**config.mk**
```make
export PLATFORM = sky130hd
export DESIGN_NAME = dual_port_ram_hs
export DESIGN_NICKNAME = d
export VERILOG_FILES = /design/src/rtl/dual_port_ram_hs.sv
export SDC_FILE = /design/constraint.sdc
export NUM_CORES = 1
export LEC_CHECK = 0
export ABC_AREA = 1
export CORE_AREA = 2 2 119 121
export DETAILED_ROUTE_END_ITERATION = 7
export DIE_AREA = 0 0 121 123
export PLACE_DENSITY = 0.68
export SLEW_MARGIN = 30
export SYNTH_ARGS = -nofsm -noshare
export SYNTH_HDL_FRONTEND = slang
export SYNTH_SLANG_ARGS = --single-unit
```
**constraint.sdc**
```tcl
create_clock -name clk -period 6.26 [get_ports clk]
set_input_delay 0.626 -clock clk [delete_from_list [all_inputs] [get_ports clk]]
set_output_delay 0.626 -clock clk [all_outputs]
set_load 0.05 [all_outputs]
```
**src/rtl/dual_port_ram_hs.sv**
```systemverilog
// dual_port_ram_hs: dual-port RAM with valid/ready write and read ports,
// per-byte write enables and a 2-entry read-response buffer.
// After each reset a sequencer clears every word before the ports open.
// Optional feature macro: DPRAM_BYPASS_EN (write-first on same-cycle,
// same-address collisions; read-first when undefined).
module dual_port_ram_hs #(
    parameter int MEM_DEPTH  = 16,
    parameter int DATA_WIDTH = 8,
    parameter int ADDR_WIDTH = 4
) (
    input  logic                    clk,
    input  logic                    rst,
    input  logic                    wr_valid,
    output logic                    wr_ready,
    input  logic [ADDR_WIDTH-1:0]   wr_addr,
    input  logic [DATA_WIDTH-1:0]   wr_data,
    input  logic [DATA_WIDTH/8-1:0] wr_be,
    input  logic                    rd_valid,
    output logic                    rd_ready,
    input  logic [ADDR_WIDTH-1:0]   rd_addr,
    output logic                    rdata_valid,
    input  logic                    rdata_ready,
    output logic [DATA_WIDTH-1:0]   rdata,
    output logic                    init_done
);
    localparam int NB = DATA_WIDTH / 8;
    // One extra bit so the range check also works when 2**ADDR_WIDTH == MEM_DEPTH.
    localparam logic [ADDR_WIDTH:0]   DEPTH_EXT = (ADDR_WIDTH+1)'(MEM_DEPTH);
    localparam logic [ADDR_WIDTH-1:0] LAST_ADDR = ADDR_WIDTH'(MEM_DEPTH - 1);

    typedef enum logic {S_INIT, S_RUN} state_t;

    state_t                  state, state_nxt;
    logic [ADDR_WIDTH-1:0]   clr_cnt;
    logic [DATA_WIDTH-1:0]   mem [MEM_DEPTH];
    logic [DATA_WIDTH-1:0]   resp [2];
    logic [1:0]              count;
    logic                    wr_fire, rd_fire, pop;
    logic                    wr_in_range, rd_in_range;
    logic [DATA_WIDTH-1:0]   rd_word;

    assign wr_fire     = wr_valid && wr_ready;
    assign rd_fire     = rd_valid && rd_ready;
    assign pop         = rdata_valid && rdata_ready;
    assign wr_in_range = {1'b0, wr_addr} < DEPTH_EXT;
    assign rd_in_range = {1'b0, rd_addr} < DEPTH_EXT;
    assign rdata_valid = (count != 2'd0);
    assign rdata       = resp[0];

    // State register: reset always restarts the clearing sequence.
    always_ff @(posedge clk) begin
        if (!rst) state <= S_INIT;
        else      state <= state_nxt;
    end

    // Next state and port-open outputs; ports stay closed until clearing ends.
    always_comb begin
        state_nxt = state;
        wr_ready  = 1'b0;
        rd_ready  = 1'b0;
        init_done = 1'b0;
        case (state)
            S_INIT: if (clr_cnt == LAST_ADDR) state_nxt = S_RUN;
            S_RUN: begin
                wr_ready  = 1'b1;
                rd_ready  = (count != 2'd2);
                init_done = 1'b1;
            end
            default: state_nxt = S_INIT;
        endcase
    end

    // Clear counter walks the array once per reset.
    always_ff @(posedge clk) begin
        if (!rst)                 clr_cnt <= '0;
        else if (state == S_INIT) clr_cnt <= clr_cnt + 1'b1;
    end

    // Read word: out-of-range returns zero; a colliding write may be merged in.
    always_comb begin
        rd_word = '0;
        if (rd_in_range) rd_word = mem[rd_addr];
`ifdef DPRAM_BYPASS_EN
        if (wr_fire && wr_in_range && rd_in_range && (wr_addr == rd_addr)) begin
            for (int b = 0; b < NB; b++)
                if (wr_be[b]) rd_word[8*b +: 8] = wr_data[8*b +: 8];
        end
`endif
    end

    // Array write: clearing during INIT, byte-masked writes in RUN.
    always_ff @(posedge clk) begin
        if (rst) begin
            if (state == S_INIT) begin
                mem[clr_cnt] <= '0;
            end else if (wr_fire && wr_in_range) begin
                for (int b = 0; b < NB; b++)
                    if (wr_be[b]) mem[wr_addr][8*b +: 8] <= wr_data[8*b +: 8];
            end
        end
    end

    // Response buffer: entry 0 is the head; pushes append, pops shift down.
    always_ff @(posedge clk) begin
        if (!rst) begin
            count   <= 2'd0;
            resp[0] <= '0;
            resp[1] <= '0;
        end else begin
            case ({rd_fire, pop})
                2'b10: begin
                    if (count == 2'd0) resp[0] <= rd_word;
                    else               resp[1] <= rd_word;
                    count <= count + 2'd1;
                end
                2'b01: begin
                    resp[0] <= resp[1];
                    count   <= count - 2'd1;
                end
                2'b11: begin
                    if (count == 2'd1) begin
                        resp[0] <= rd_word;
                    end else begin
                        resp[0] <= resp[1];
                        resp[1] <= rd_word;
                    end
                end
                default: ;
            endcase
        end
    end
endmodule

```
# Word level (Yosys, flattened, before mapping)

Memory sizes are Yosys's and may differ from the RTL's.
Index checks and enable logic that the tools add are counted.

Add/subtract/negate cells: 3
$mul: 0
Divide/modulo/power cells: 0
Order comparisons: 0
Equality and inequality tests: 6
Shift operators: 0
Muxes and demuxes: 42
Bitwise operators: 6
Reductions and logical operators: 7

Operators with widths:

| kind                | count |
|---|---|
| $mux 8              | 7 |
| $mux 1              | 33 |
| $reduce_or 8->1     | 1 |
| $or 1x1->1          | 6 |
| $add 4x1->4 const B | 1 |
| $eq 2x1->1 const B  | 2 |
| $eq 2x2->1 const B  | 2 |
| $eq 4x4->1 const B  | 1 |
| $mux 4              | 1 |
| $pmux 2 s2          | 1 |
| $reduce_bool 2->1   | 2 |
| $logic_and 1x1->1   | 3 |
| $add 2x1->2 const B | 1 |
| $logic_not 2->1     | 1 |
| $ne 2x2->1 const B  | 1 |
| $sub 2x1->2 const B | 1 |

Flip-flop bits (word level): 7
Latch bits: 0
RAM bits: 144
Memory bits (read-only): 0
Input bits: 22
Output and inout bits: 12
Logic and storage cells: 69
Memories: 2

Memory list:

| name | words | width | rd ports | clocked after memory_dff | write ports | RTL line | source |
|---|---|---|---|---|---|---|---|
| mem  | 16    | 8     | 1        | 0                        | 1           | 35       | `logic [DATA_WIDTH-1:0] mem [MEM_DEPTH];` |
| resp | 2     | 8     | 2        | 0                        | 2           | 36       | `logic [DATA_WIDTH-1:0] resp [2];` |

# Depth between registers and ports, before layout

Gate-level depths: netlist of run 1.

Depth in word-level cells: 11
Mapped depth: 12
Mapped depth without buffers: 12

# Least setup slack after synthesis of run 1

Ideal clock, no wire load.

Kind: reg-to-reg
Start: register state
End: memory resp[1][2], in the netlist resp[0][10], enable pin
Setup time: 384 ps
Data arrival time: 2813 ps
Required time: 5876 ps
Setup slack: 3063 ps
Cell stages (with the launch flop): 8
Path buffers: 0
Period minus slack after synthesis: 3197 ps
Path through: dfxtp_1 > inv_1 > nor2_1 > nand2_1 > inv_1 > ha_1 > a21oi_1 > o21ai_0

RTL lines:

| what                   | RTL line | source |
|---|---|---|
| from (decl)            | 33       | `state_t state, state_nxt;` |
| from (signal assigned) | 53       | `else state <= state_nxt;` |
| to (decl)              | 36       |  |

# Worst setup path after layout of run 1

Start: input port rst
End: memory mem[13][2], enable pin

Word-level cells in the longest chain between the ends: 4
Elaborated cells between the ends (all ways): 7
Classes of those cells: mux: 6; reduce/logical: 1

RTL lines:

| what                                              | RTL line | source |
|---|---|---|
| from (decl)                                       | 12       | `input logic rst,` |
| $mux 1                                            | 93       | `if (rst) begin` |
| $mux 1 (not written as such)                      | 98       | `if (wr_be[b]) mem[wr_addr][8*b +: 8] <= wr_data[8*b +: 8];` |
| $reduce_or 8->1 (no line)                         | -        |  |
| $mux 4 (no line) / $mux 1 (equally long branches) | -        |  |
| to (decl)                                         | 35       |  |

Several ways; a longest one is shown, not always the timed one.

==> summary.md, run 1 <==
| Metric | Value |
|---|---|
| Outcome | finished clean |
| Max Cap Viol | 0 |
| Commonest non-fill, non-tap cell in the layout | nand2_1 |
| I/O Pins | 34 |
| Top cell type's share of synthesized area | 64.5% |
| Worst Path Max Fanout | 8 |
| Post-CTS Setup Inserts | 0 |
| DRC errors left | 0 |
| Crit path launch type | input pin |
| Vias in the first global route | 4493 |
| F_max | 0.358 GHz |
| DR pass1 iterations | 5 |
| Clk pin slew, worst setup/hold paths | 60 ps |
| Critical-path cell list | clkdlybuf4s50_1 > inv_1 > a21oi_1 > nand3_1 > nor2_1 |
| Nets | 711 |
| YS warnings | 0 |
| Power Density | 288 nW/um^2 |
| Design area | 7650 um^2 |
| Cell Count, Final, Fillers Out | 872 |
| Largest net degree at the start of global routing | 69 |
| Dpl hpwl | 9740 um |
| Max-slew violation count | 0 |
| Cell count after synthesis | 656 |
| Vias per cell | 5.31 |
| Drt initial violations | 430 |
| Post-layout minimum cycle time | 2790 ps |
| Unrepaired setup endpoints after global routing | false |
| Chip width | 121 um |
| Row cnt | 43 |
| CTS resizes | 0 |
| WP data arrival | 2850 ps |
| Register area | 4460 um^2 |
| Post-route ant nets | 0 |
| Final setup vio count | 0 |
| I/O Buffers | 33 |
| Commonest cells after routing, fill and taps aside | nand2_1, edfxtp_1, nand3_1 |
| GRT Total Usage | 22.0% |
| Top_reg_cell synth | edfxtp_1 |
| Initial antenna violation count | 0 |
| Synth area leaders | edfxtp_1, nand2_1, nand3_1 |
| Filler cell count | 1148 |
| First-pass GRT wire length | 23900 um |
| Synthesized Nets | 685 |
| Setup TNS | 0 ps |
| Mapped Area | 6710 um^2 |
| Die Y | 123 um |
| Syn_area_per_cell | 10.2 um^2 |
| # diodes | 0 |
| Ys async rst share | 0% |
| Post-DP Area | 7140 um^2 |
| CTS tree | built |
| Worst skew pair latency | 430 ps |
| Num CTS Buffers | 17 |
| Static Leak | 3.24 nW |
| Hold Vio Cnt, Final | 0 |
| Via count | 4632 |
| Placer Congestion | 0.916 |
| Slowest stage delay, CP | 680 ps |
| Slowest CP cell | clkdlybuf4s50_1 |
| Die area | 14900 um^2 |
| Worst Max-Slew Pin Slew | 821 ps |
| Multi-input combinational cell area | 1840 um^2 |
| Sequential share of the synthesized area | 66.6% |
| #FFs+latches synth | 151 |
| Critical path class | in2reg |
| Post-synth EDFFs | 144 |
| H-tree depth | 4 |
| Core Area | 13600 um^2 |
| Hold WC Path Type | reg2reg |
| Placed cells | 843 |
| Final worst path period share | 44.6% |
| Root Driver | clkbuf_16 |
| Setup crit end kind | flop |
| Hold buffers post-CTS | 0 |
| CTS Buffer Depth | 2 |
| Max IR drop VDD | 0.187 mV |
| Worst path required time | 6320 ps |
| Yosys top cell by area | edfxtp_1 |
| Total grt overflow | 0 |
| Synth cell types | 29 |
| Initial core utilization | 49.3% |
| Layout cells sized above 1 | 6.79% |
| Area growth syn-to-layout | 14.2% |
| Sinks on Clock Net | 151 |
| Clock Skews | 8.73 ps |
| Worst slew margin | 44.9% |
| Wire per inst | 17.4 um |
| Total Wirelength | 15100 um |
## area by class of cell
type,count,share of cell area (%)
sequential,151,58.3
multi-input combinational,415,24.1
clock buffer,19,5.66
timing repair buffer,42,5.13
tap,180,2.94
inverter,55,2.76
clock inverter,10,1.10
## final timing paths
kind                              endpoint  slack [ps]     start  depth (start not counted)
worst min-delay path              count[0]         540  count[0]                          2
worst min register to register    count[0]         540  count[0]                          2
worst max register to register  resp[0][0]        3720  count[0]                         12
worst max-delay path            mem[13][2]        3470       rst                          5
## kinds of logic after synthesis
group,share of synthesized area [%]
XOR/XNOR,0.131
adder cells (fa/ha/maj),1.31
AND/OR/NAND/NOR,22.3
AO/OA/AOI/OAI,3.71
buffers and inverters,5.95
flip-flops,66.6
## routing by layer
metal  part of all wire (%)  track usage [%]  vias up
met3                    5.1             4.47       34
met4                    2.9             9.74        0
met1                     44             28.9     2225
li1                       -                -     2227
met5                      0                0        -
met2                     48             35.6      146
## flip-flops by register name, summed over array words and instances (netlist names)
name / cells
clr_cnt: 4
mem: 128
count: 2
state: 1
resp: 16
## worst max-delay path, delay by kind of cell
family          cells  cell delay [ps]
compound gates      1              440
simple gates        2              860
buf+inv             2              920
## report_power, final
group / switching (mW) / leakage [nW] / internal, mW
Combinational: 0.118 / 1.39 / 0.0514
Sequential: 0.00715 / 1.60 / 1.12
Clock: 0.379 / 0.246 / 0.534
## per-stage QoR
step                      util (%)  worst slack (ps)  power (mW)  hold WS, ps
after floorplan                  -              3060        1.26          488
after global placement        52.4              3150        1.31          522
after detailed placement      52.4              3030        1.31          539
after CTS                     56.2              3480        2.21          546
after global routing          56.2              3330        2.27          585
final                         56.2              3470        2.21          544
## cell usage after synthesis (2+ instances only)
master,count
nor3_1,3
ha_1,7
o21ai_2,2
edfxtp_1,144
o211ai_1,3
o21ai_0,21
clkbuf_1,12
nand3_2,2
inv_2,3
buf_2,11
dfxtp_1,7
nor2_1,52
a21oi_1,14
nand3_1,73
buf_4,10
o21ai_1,5
inv_1,51
nand2_1,225
Power figures use the tool's default switching activity.
==> run 2, diff against run 1 <==
==> constraint.sdc (replaced) <==
create_clock -name clk -period 2.7 [get_ports clk]
set_input_delay 0.27 -clock clk [delete_from_list [all_inputs] [get_ports clk]]
set_output_delay 0.27 -clock clk [all_outputs]
set_load 0.05 [all_outputs]
==> run 2 against run 1 <==
Effect of this change: sequential share of layout area is 2.0 points lower; final area increased by 3.6%; core utilization up 2.0 points; hold slack got worse by 2.9 ps; combinational power increased by 140%.
==> summary.md, run 2 (synthesized netlist as in run 1, its figures left out) <==
| Metric | Value |
|---|---|
| Core Area | 13600 um^2 (unchanged) |
| CP Launch Point | count[0] |
| First-pass GRT wire length | 24400 um (+2.2%) |
| Vias in the first global route | 4768 (+6.1%) |
| Commonest cells after routing, fill and taps aside | nand2_1, edfxtp_1, nand3_1 |
| Post-CTS Setup Inserts | 0 (unchanged) |
| Power Density | 677 nW/um^2 (+140%) |
| CTS tree | built |
| Levels on crit path | 12 (+7) |
| Critical-path cell list | inv_1 > ha_1 > inv_1 > nand2_1 > inv_1 > ha_1 > nand2_1 > nor2_1 > o21ai_0 > nand2_1 > nand2_1 > nand2_1 |
| Hold WC Path Type | in2reg |
| CTS Buffer Depth | 2 (unchanged) |
| WP data arrival | 2660 ps (-190 ps) |
| Hold buffers post-CTS | 0 (unchanged) |
| Worst R2R Start | count[0] |
| Drt initial violations | 522 (+21%) |
| Root Driver | clkbuf_16 |
| Total Wirelength | 15700 um (+3.6%) |
| Slowest stage delay, CP | 430 ps (-250 ps) |
| CTS resizes | 0 (unchanged) |
| Die area | 14900 um^2 (unchanged) |
| F_max | 0.423 GHz |
| Worst Max-Slew Pin Slew | 617 ps (-204 ps) |
| H-tree depth | 4 (unchanged) |
| GRT Total Usage | 22.2% (+0.26 points) |
| DR pass1 iterations | 7 (+2) |
| Worst path required time | 3000 ps (-3320 ps) |
| Initial core utilization | 49.3% (unchanged) |
| Crit-path most repeated cell | nand2_1 |
| Design area | 7930 um^2 (+3.6%) |
| Worst skew pair latency | 430 ps (about the same) |
| Die Y | 123 um (unchanged) |
| Initial antenna violation count | 0 (unchanged) |
| Reg-to-reg slack, setup | 340 ps (-3380 ps) |
| Slowest CP cell | nor2_1 |
| Max-slew violation count | 0 (unchanged) |
| Crit path launch type | flop |
| Post-DP Area | 7330 um^2 (+2.7%) |
| Unrepaired setup endpoints after global routing | false |
| R2R depth | 12 (unchanged) |
| Critical path class | reg2reg |
| Setup TNS | 0 ps (unchanged) |
| Layout cells sized above 1 | 10.8% (+4.1 points) |
| Buffers & Inverters on Critical Path | 3 (+1) |
| Chip width | 121 um (unchanged) |
| Clk pin slew, worst setup/hold paths | 60 ps (about the same) |
| Static Leak | 3.41 nW (+5.1%) |
| Area growth syn-to-layout | 18.3% |
| Final setup vio count | 0 (unchanged) |
| Worst slew margin | 58.6% (+14 points) |
| Largest regs | mem (128), resp (16), clr_cnt (4) |
| Final worst path period share | 87.5% |
| Num CTS Buffers | 17 (unchanged) |
| Cell family with most CP delay | simple AND/OR/NAND/NOR gates |
| Clock Skews | 9.88 ps (+1.14 ps) |
| I/O Buffers | 33 (unchanged) |
| Largest Register | mem |
| Max Cap Viol | 0 (unchanged) |
| Total grt overflow | 0 (unchanged) |
| Vias per cell | 5.30 (-0.24%) |
| Hold Vio Cnt, Final | 0 (unchanged) |
| Commonest non-fill, non-tap cell in the layout | nand2_1 |
| # diodes | 0 (unchanged) |
| Wire per inst | 17.4 um (+0.45%) |
| Post-layout minimum cycle time | 2360 ps |
| Post-route ant nets | 0 (unchanged) |
| Row cnt | 43 (unchanged) |
| Number of flip-flops in the largest register | 128 (unchanged) |
| Nets | 735 (+3.4%) |
| Reg2reg end | resp[0][3] |
| Max IR drop VDD | 0.565 mV (+200%) |
| Setup crit end kind | flop |
| Largest net degree at the start of global routing | 62 (-10%) |
| Dpl hpwl | 10500 um (+7.8%) |
| Worst Path Max Fanout | 9 (+1) |
| Via count | 4764 (+2.8%) |
| Outcome | finished clean |
| Placer Congestion | 0.922 (+0.65%) |
| Sinks on Clock Net | 151 (unchanged) |
| I/O Pins | 34 (unchanged) |
| DRC errors left | 0 (unchanged) |
| Setup crit end | resp[0][3] |
-- run 2: cell count changes in the layout (fill, tap and decap cells not counted), moves of 2 or more --
cell,change
buf_4,+23
clkbuf_1,-2
clkinv_1,-2
clkinv_4,+2
inv_6,+2
-- run 2: routing by layer --
| metal | track usage [%] | vias to the layer above | wire length (um) |
|---|---|---|---|
| li1 | - | 2276 | - |
| met1 | 28.1 | 2295 | 6510 |
| met2 | 37.5 | 161 | 7840 |
| met3 | 5.44 | 32 | 973 |
| met4 | 8.14 | 0 | 354 |
| met5 | 0 | - | 0 |
-- run 2: worst reg2reg max path: cells and delay by family, from the launching register on --
kind	cells	cell delay, ps
flip-flops	1	340
adder cells (fa/ha/maj)	2	390
buffers and inverters	3	310
AND/OR/NAND/NOR	6	1030
AO/OA/AOI/OAI	1	170
-- run 2: how the worst min path moves through the flow --
stage | start | endpoint | slack (ps) | depth (start not counted)
after floorplan | clr_cnt[3] | state | 490 | 2
after global placement | clr_cnt[2] | clr_cnt[2] | 520 | 2
after detailed placement | clr_cnt[3] | state | 520 | 2
after CTS | wr_data[1] | mem[10][1] | 530 | 3
after global routing | wr_data[1] | mem[10][1] | 540 | 3
final | wr_data[1] | mem[10][1] | 540 | 3
-- run 2: per-stage QoR --
| step | instances | hold WS, ps | util (%) | power (mW) | worst slack, ps |
|---|---|---|---|---|---|
| 5_1_grt | 899 | 539 | 58.3 | 5.53 | 108 |
| 6_report | 899 | 541 | 58.3 | 5.37 | 338 |
| 2_1_floorplan | 656 | 488 | - | 2.93 | 140 |
| 3_5_place_dp | 867 | 519 | 53.9 | 3.05 | 195 |
| 3_3_place_gp | 867 | 525 | 53.9 | 3.04 | 227 |
| 4_1_cts | 899 | 534 | 58.3 | 5.38 | 366 |
-- run 2: layout make-up --
| cell class | instances | area, um^2 |
|---|---|---|
| fill | 1114 | 5680 |
| sequential | 151 | 4460 |
| tap | 180 | 225 |
| timing repair buffer | 66 | 586 |
| clock inverter | 15 | 171 |
| inverter | 55 | 209 |
| clock buffer | 17 | 425 |
| multi-input combinational | 415 | 1850 |
-- run 2: power by group --
group,switching (mW),internal [mW]
clock,0.986,1.38
combinational,0.271,0.133
sequential,0.0174,2.59
total,1.27,4.10
